==> src/rtl/adder_arbiter_pkg.sv <==
// Shared constants and types for the round-robin shared-adder block.
package adder_arbiter_pkg;

  localparam int DEFAULT_WIDTH   = 32;
  localparam int DEFAULT_NUM_REQ = 4;

  function automatic int idx_w(input int n);
    return (n <= 1) ? 1 : $clog2(n);
  endfunction

  // Response record at the default configuration; the top builds its own
  // parameter-sized copy with the same field order.
  typedef struct packed {
    logic [idx_w(DEFAULT_NUM_REQ)-1:0] id;
    logic [DEFAULT_WIDTH-1:0]          sum;
    logic                              carry;
    logic                              ovf;
  } rsp_t;

endpackage

==> src/rtl/adder_arbiter_rr_arbiter.sv <==
// Combinational round-robin picker: first set req after 'last', wrapping.
module rr_arbiter #(
  parameter int N  = 4,
  parameter int IW = 2
) (
  input  logic [N-1:0]  req,
  input  logic [IW-1:0] last,
  input  logic          en,
  output logic [N-1:0]  gnt,
  output logic [IW-1:0] idx
);

  logic found;

  // k is the priority distance from the pointer; j stays a constant index.
  always_comb begin
    gnt   = '0;
    idx   = '0;
    found = 1'b0;
    for (int k = 1; k <= N; k++) begin
      for (int j = 0; j < N; j++) begin
        if (en && !found && req[j] && (((int'(last) + k) % N) == j)) begin
          gnt[j] = 1'b1;
          idx    = IW'(j);
          found  = 1'b1;
        end
      end
    end
  end

endmodule

==> src/rtl/adder_arbiter.sv <==
// One adder shared by NUM_REQ requesters, round-robin granted, registered result
// with valid/ready hand-off. Define ADDER_ARBITER_SUB_EN to add per-requester subtract.
module adder_arbiter
  import adder_arbiter_pkg::*;
#(
  parameter int NUM_REQ = DEFAULT_NUM_REQ,
  parameter int WIDTH   = DEFAULT_WIDTH,
  parameter int ID_W    = idx_w(NUM_REQ)
) (
  input  logic                     clk,
  input  logic                     rst_n,
  input  logic [NUM_REQ-1:0]       req,
  input  logic [NUM_REQ*WIDTH-1:0] a_flat,
  input  logic [NUM_REQ*WIDTH-1:0] b_flat,
`ifdef ADDER_ARBITER_SUB_EN
  input  logic [NUM_REQ-1:0]       sub,
`endif
  output logic [NUM_REQ-1:0]       gnt,
  output logic                     rsp_valid,
  input  logic                     rsp_ready,
  output logic [ID_W-1:0]          rsp_id,
  output logic [WIDTH-1:0]         rsp_sum,
  output logic                     rsp_carry,
  output logic                     rsp_ovf
);

  typedef struct packed {
    logic [ID_W-1:0]  id;
    logic [WIDTH-1:0] sum;
    logic             carry;
    logic             ovf;
  } rsp_lt;

  logic [NUM_REQ-1:0][WIDTH-1:0] a_arr, b_arr;
  logic [ID_W-1:0]  last_q, last_d, gnt_idx;
  logic             valid_q, valid_d;
  rsp_lt            rsp_q, rsp_d;
  logic             free, accept, cin;
  logic [WIDTH-1:0] a_sel, b_eff;
  logic [WIDTH:0]   sum_ext;

  assign a_arr = a_flat;
  assign b_arr = b_flat;

  // A held result frees the adder in the same cycle the consumer takes it.
  assign free = !valid_q || rsp_ready;

  rr_arbiter #(.N(NUM_REQ), .IW(ID_W)) u_rr (
    .req  (req),
    .last (last_q),
    .en   (free && rst_n),
    .gnt  (gnt),
    .idx  (gnt_idx)
  );

  assign accept = |gnt;

  always_comb begin
    a_sel = a_arr[gnt_idx];
`ifdef ADDER_ARBITER_SUB_EN
    cin   = sub[gnt_idx];
    b_eff = cin ? ~b_arr[gnt_idx] : b_arr[gnt_idx];
`else
    cin   = 1'b0;
    b_eff = b_arr[gnt_idx];
`endif
    sum_ext = {1'b0, a_sel} + {1'b0, b_eff} + {{WIDTH{1'b0}}, cin};
  end

  // Overflow on the effective operand covers both add and subtract.
  always_comb begin
    rsp_d   = rsp_q;
    valid_d = valid_q;
    last_d  = last_q;
    if (accept) begin
      valid_d   = 1'b1;
      last_d    = gnt_idx;
      rsp_d.id  = gnt_idx;
      rsp_d.sum = sum_ext[WIDTH-1:0];
      rsp_d.carry = sum_ext[WIDTH];
      rsp_d.ovf = (a_sel[WIDTH-1] == b_eff[WIDTH-1]) &&
                  (sum_ext[WIDTH-1] != a_sel[WIDTH-1]);
    end else if (rsp_ready) begin
      valid_d = 1'b0;
    end
  end

  always_ff @(posedge clk or negedge rst_n) begin
    if (!rst_n) begin
      valid_q <= 1'b0;
      rsp_q   <= '0;
      last_q  <= ID_W'(NUM_REQ - 1);
    end else begin
      valid_q <= valid_d;
      rsp_q   <= rsp_d;
      last_q  <= last_d;
    end
  end

  assign rsp_valid = valid_q;
  assign rsp_id    = rsp_q.id;
  assign rsp_sum   = rsp_q.sum;
  assign rsp_carry = rsp_q.carry;
  assign rsp_ovf   = rsp_q.ovf;

endmodule

==> config.mk <==
export PLATFORM = sky130hd
export DESIGN_NAME = adder_arbiter
export DESIGN_NICKNAME = d
export VERILOG_FILES = /design/src/rtl/adder_arbiter_pkg.sv /design/src/rtl/adder_arbiter_rr_arbiter.sv /design/src/rtl/adder_arbiter.sv
export SDC_FILE = /design/constraint.sdc
export NUM_CORES = 1
export LEC_CHECK = 0
export ABC_AREA = 1
export CAP_MARGIN = 20
export CORE_MARGIN = 8
export CORE_UTILIZATION = 35
export DETAILED_ROUTE_END_ITERATION = 10
export PLACE_DENSITY = 0.78
export SLEW_MARGIN = 15
export SYNTH_ARGS = -nofsm -noshare
export SYNTH_HDL_FRONTEND = slang
export SYNTH_SLANG_ARGS = --single-unit
==> constraint.sdc <==
create_clock -name clk -period 4.3 [get_ports clk]
set_input_delay 1.29 -clock clk [delete_from_list [all_inputs] [get_ports clk]]
set_output_delay 1.29 -clock clk [all_outputs]
set_load 0.05 [all_outputs]
# Word level (Yosys, flattened, before mapping)
# Cells that the tools add are included.
# word_totals
ff_bits	39
latch_bits	0
ramBits	0
rom_bits	0
output_inout_bits	41
mem_count	0
# classes
n_addsub	5
n_mul	0
n_div	0
magnitude_cmp	1
eq_ne	14
shift	0
mux	51
n_bitwise	4
n_reduce_logical	76
# ops
operator	count
32-bit binary-select mux with 2-bit select	2
32-bit zero test	4
32-bit two-way mux	2
1-bit logical AND	49
32-bit by 32-bit adder with 33-bit output	1
1-bit two-way mux	33
2-bit two-way mux	14
3-bit equality test, second input constant	8
1-bit zero test	16
3-bit by 2-bit equality test with 1-bit output, second input constant	4
2-bit OR reduction	4
2-bit by 1-bit adder with 2-bit output, second input constant	2
2-bit adder, second input constant	2
1-bit AND, first input constant	4
4-bit OR reduction	1
2-bit by 3-bit less-than comparator with 1-bit output, second input constant	1
2-bit nonzero test	1
1-bit equality test	1
1-bit logical OR	1
1-bit != test	1

# Longest topological paths before layout
# depth
ltp_word	86
mapped_depth	35

# Cells and area by module
# Synthesis repeated with hierarchy kept, for this count alone.
# unflattened
hier_cells	1104
hier_area_um2	6062.1
# by_module_without_submodules
module	instances	cells_per_inst	area_each_um2	seq_area_each_um2
adder_arbiter	1	1033	5672.9	978.4
rr_arbiter	1	71	389.1	0.0

# Least setup slack after synthesis
# OpenSTA, ideal clock, no wires.
# synth_timing
path_kind	input to register
startpoint	input rsp_ready
endpoint	register rsp_q (netlist bit rsp_sum[30])
setup_ns	0.127
t_arrival_ns	5.230
required_time_ns	4.173
slack_ns	-1.057
cell_stages	30
n_path_buf	2
cell_sequence	inv_1 > nand2_2 > nand2_2 > inv_1 > nand2_1 > nand3_1 > nor2_2 > nand4_2 > nor2_4 > nand4_2 > nor2_4 > nand4_4 > nand3_2 > buf_4 > buf_2 > nor2_1 > o22ai_1 > ha_1 > inv_1 > fa_1 > o21ai_1 > a21oi_1 > o21ai_1 > a21oi_1 > o21ai_1 > a21oi_1 > nand3b_1 > nand2_1 > xor2_1 > o21ai_0
# synth_via
elab_chain_cells	83
# synth_lines
item	line	text
start, declared	adder_arbiter.sv:20	input logic rsp_ready,
1-bit logical OR *	adder_arbiter.sv:46	assign free = !valid_q || rsp_ready;
1-bit logical AND *	adder_arbiter.sv:51	.en (free && rst_n),
1-bit logical AND (2 in series)	adder_arbiter_rr_arbiter.sv:22	if (en && !found && req[j] && (((int'(last) + k) % N) == j)) begin
1-bit two-way mux	adder_arbiter_rr_arbiter.sv:22	
1-bit zero test	adder_arbiter_rr_arbiter.sv:22	
1-bit logical AND (3 in series)	adder_arbiter_rr_arbiter.sv:22	
1-bit two-way mux	adder_arbiter_rr_arbiter.sv:22	
1-bit zero test	adder_arbiter_rr_arbiter.sv:22	
(+60 left out)	-	
1-bit logical AND (3 in series)	adder_arbiter_rr_arbiter.sv:22	
1-bit two-way mux	adder_arbiter_rr_arbiter.sv:22	
1-bit zero test	adder_arbiter_rr_arbiter.sv:22	
1-bit logical AND (3 in series)	adder_arbiter_rr_arbiter.sv:22	
2-bit two-way mux	adder_arbiter_rr_arbiter.sv:22	
32-bit binary-select mux with 2-bit select, on equally long branches	adder_arbiter.sv:59, adder_arbiter.sv:65	
32-bit two-way mux, on equally long branches	adder_arbiter.sv:59, adder_arbiter.sv:65	
32-bit by 32-bit adder with 33-bit output	adder_arbiter.sv:67	sum_ext = {1'b0, a_sel} + {1'b0, b_eff} + {{WIDTH{1'b0}}, cin};
end signal, assigned	adder_arbiter.sv:95	rsp_q <= rsp_d;
end, declared	adder_arbiter.sv:37	rsp_lt rsp_q, rsp_d;
# Mark *: on every way between the ends. The rest lies on a longest branch, timed or not. The select of a mux whose other input is x is not followed.
# A chain may end at the register's enable or synchronous reset.

# Worst setup path after layout
# layout_timing
startpoint	input req[2]
endpoint	register rsp_q (netlist bit rsp_sum[11])
# layout_via
elab_chain_cells	71
# layout_lines
item	line	text
start, declared	adder_arbiter.sv:12	input logic [NUM_REQ-1:0] req,
1-bit logical AND (2 in series)	adder_arbiter_rr_arbiter.sv:22	
1-bit two-way mux	adder_arbiter_rr_arbiter.sv:22	
1-bit zero test	adder_arbiter_rr_arbiter.sv:22	
1-bit logical AND (3 in series)	adder_arbiter_rr_arbiter.sv:22	
1-bit two-way mux	adder_arbiter_rr_arbiter.sv:22	
1-bit zero test	adder_arbiter_rr_arbiter.sv:22	
1-bit logical AND (3 in series)	adder_arbiter_rr_arbiter.sv:22	
1-bit two-way mux	adder_arbiter_rr_arbiter.sv:22	
(+46 left out)	-	
1-bit logical AND (3 in series)	adder_arbiter_rr_arbiter.sv:22	
1-bit two-way mux	adder_arbiter_rr_arbiter.sv:22	
1-bit zero test	adder_arbiter_rr_arbiter.sv:22	
1-bit logical AND (3 in series)	adder_arbiter_rr_arbiter.sv:22	
2-bit two-way mux	adder_arbiter_rr_arbiter.sv:22	
32-bit binary-select mux with 2-bit select, on equally long branches	adder_arbiter.sv:59, adder_arbiter.sv:65	
32-bit two-way mux, on equally long branches	adder_arbiter.sv:59, adder_arbiter.sv:65	
32-bit by 32-bit adder with 33-bit output	adder_arbiter.sv:67	
# Parallel ways exist; a longest one is shown, timed or not. The select of a mux whose other input is x is not followed.

==> results.md <==
- Gr usage total: a little over 30%
- Crit path kind: in2reg
- Slowest CP cell: xor2_1
- TritonCTS Buffers: 5
- Status: finished with violations
- Clock Path Buffers: 2
- Fill cells: about 780
- First-pass GRT wire length: 44.5 mm
- Nets: around 1600
- Worst-path clk slew: roughly 0.06 ns
- Largest net degree at the start of global routing: 34
- Clk root buf: clkbuf_16
- Worst setup EP type: flop
- Avg Vias per Cell: about 5.9
- Share of cells above drive strength 1: about a third
- Worst r2r dst: rsp_sum[11]
- Ys async rst share: 100%
- Worst slew margin: about 55%
- Failing checks: negative setup slack
- Core ar.: 13900 um^2
- Hold Path Class: reg2reg
- Ys Warns: 0
- Hold Fails Final Rpt: 0
- Max-cap violation count: 0
- Worst-Skew Late Latency: 0.29 ns
- Avg Cell Area, Syn: ~6.3 um^2
- Initial DRC count: roughly 930
- Synth-to-Final Area Change: 132%
- Buffers on Ports: between 300 and 400
- Initial core utilization: between 30 and 40%
- Slew Viols, Final: 0
- Cells after Synth: roughly 800
- Worst setup margin: -1.36 ns
- Seq/Total Area, Yosys: around a fifth
- CP max FO: 7
- Post-synth EDFFs: 0
- CTS tree: done
- Most used flip-flop cell after synthesis: dfrtp_1
- Crit start category: input port
- F_max: 177 MHz
- IO Pins: between 300 and 400
- Min-delay src: rsp_id[1]
- Total number of vias: a little under 9000
- FF-to-FF setup slack: -0.89 ns
- Min Tclk post-route: around 5.7 ns
- Final setup skew: 0.00858 ns
- Cell Rows: between 40 and 50
- Unrepaired setup endpoints after global routing: true
- Grt ovf: 0
- RR Startpoint: last_q[1]
- Max stage delay on crit path: around 0.49 ns
- GPL Wtd Cong: ~0.94
- Width of the die: ~140 um
- ANT nets after route: 0
- Worst slew pin tran: between 0.6 and 0.7 ns
- H-tree lvl count: 2
- Synth unique cells: 43
- Initial antenna violation count: 6
- Hold path endpoint: rsp_id[1]
- Final Cycle Share: 132%
- Die area: between 15000 and 20000 um^2
- WL per Instance: 24.2 um
- Drt total wl: 35.9 mm
- CTS hold repair buffers: 0
- Vias in the first global route: 8377
- Hold depth: 2
- Die span in y: between 100 and 150 um
- Synth Net Count: ~1100
- CP required: 4.45 ns
- Synth Cell Area: 5030 um^2
- 1st-pass router iterations: 6
- Setup violations, final: 34
- Final setup TNS: -25.99 ns
- Arrival time worst endpoint: ~5.8 ns
- Most frequent cell on the critical path: nor2_4
- # DRC: 0
- Placed wire-length estimate: around 21 mm
- Seq cells post-synth: 39
- Reg2Reg Depth: 31
- Sink Count: 39
[flip-flops by register name, indices dropped and copies added (netlist names)]
signal	flops
rsp_sum	32
last_q	2
rsp_id	2
rsp_carry	1
rsp_ovf	1
rsp_valid	1
[placed cells by master (no fill, tap or decap), types with 6 or more instances in the layout]
cell type	synthesis	layout
a21oi_1	43	22
a21oi_2	0	14
a21oi_4	0	7
buf_12	0	21
buf_4	2	181
buf_6	4	27
clkbuf_16	0	7
clkdlybuf4s50_1	0	293
dfrtp_1	37	37
ha_1	32	22
ha_4	0	9
inv_1	37	28
inv_2	3	9
nand2_1	99	81
nand2_2	3	14
nand3_1	18	11
nand3_2	3	6
nand4_1	8	8
nor2_1	158	130
nor2_2	2	16
nor2_4	3	17
o21ai_0	140	83
o21ai_1	35	54
o21ai_2	0	33
o22ai_1	61	38
o22ai_2	0	18
xnor2_2	0	10
xor2_1	13	7
xor2_2	0	6
[metal layers]
metal / part of all wire, % / GRT usage, % / up-vias
met5: 0 / 0 / -
met4: 8.8 / 15.4 / 0
met3: 12 / 7.49 / 274
met2: 46 / 53.6 / 738
met1: 33 / 33.8 / 3908
li1: - / - / 3784
[stage by stage]
stage | cell area (um^2) | worst slack [ns] | instances | utilization [%] | hold WS (ns)
CTS | 10900 | -0.824 | 1457 | 78.5 | 0.480
floorplan | 5220 | -0.805 | 798 | - | 0.492
finish | 11600 | -1.36 | 1480 | 83.5 | 0.474
global placement | 9580 | -1.54 | 1398 | 68.7 | 0.456
global route | 11600 | -1.47 | 1480 | 83.5 | 0.497
detailed placement | 9580 | -1.56 | 1398 | 68.7 | 0.464
[cell usage after synthesis, types with 2 or more instances]
library cell	number	area share, %
buf_4	2	0.30
nand3_2	3	0.60
nor3_2	2	0.40
dfstp_2	2	1.0
xor2_1	13	2.3
nor3_1	6	0.60
nand2_1	99	7.4
xnor2_1	15	2.6
buf_6	4	0.90
nor2_2	2	0.25
inv_1	37	2.8
or2_1	2	0.25
clkbuf_1	9	0.67
nand3_1	18	1.8
nand2_2	3	0.37
nand4_2	3	0.75
a21boi_0	2	0.30
dfrtp_1	37	18
buf_2	31	3.1
o21a_1	3	0.45
o22ai_1	61	7.6
o21bai_1	4	0.60
a21o_1	3	0.45
ha_1	32	8.0
o211ai_1	4	0.60
a21oi_1	43	4.3
o21ai_1	35	3.5
o21ai_0	140	14
inv_2	3	0.22
nor2_4	3	0.67
nor2_1	158	12
nand4_1	8	1.0
[critical path, delay by kind of cell]
family                   cells  cell delay (ns)
adder cells (fa/ha/maj)      1             0.28
XOR/XNOR                     1             0.49
AND/OR/NAND/NOR             13             1.46
buffers and inverters        9             1.12
AO/OA/AOI/OAI                7             1.12
[cell families (layout without fill, tap and decap cells)]
kind of cell | count (synthesis) | in the layout | synth area share (%)
and+or+nand+nor | 312 | 312 | 27.0
AOI/OAI and AO/OA | 298 | 298 | 32.2
buffers and inverters | 88 | 585 | 8.12
DFF | 39 | 39 | 19.5
adders and majority gates | 33 | 33 | 8.36
xor gates and xnor gates | 28 | 28 | 4.88
other | 0 | 5 | 0
[worst max path at each step]
stage | slack [ns] | end | start | cells past startpoint
6_report | -1.36 | rsp_sum[11] | req[2] | 31
5_1_grt | -1.47 | rsp_sum[11] | rsp_ready | 31
4_1_cts | -0.82 | rsp_sum[31] | rsp_ready | 35
3_5_place_dp | -1.56 | rsp_sum[29] | rsp_ready | 36
3_3_place_gp | -1.54 | rsp_sum[29] | rsp_ready | 36
2_1_floorplan | -0.80 | rsp_sum[30] | rsp_ready | 30
[cell type report]
type                            count  area (um^2)  area share, %
Antenna cell                        5         12.5          0.107
Clock buffer                        5          125           1.07
Clock inverter                      3         20.0          0.172
Inverter                           40          176           1.52
Multi-Input combinational cell    671         4800           41.2
Sequential cell                    39          978           8.41
Tap cell                          180          225           1.93
Timing Repair Buffer              537         5300           45.6
[what timing repair did]
action	in CTS	in global routing
pin swaps	94	98
cloned	9	1
setup endpoints to repair	37	36
setup buffers	46	30
hold endpoints to repair	0	0
gates resized for setup	168	136
Power is left out: the tool's default activity adds up to more than one toggle a clock period on the data nets, which glitch-free logic cannot reach.
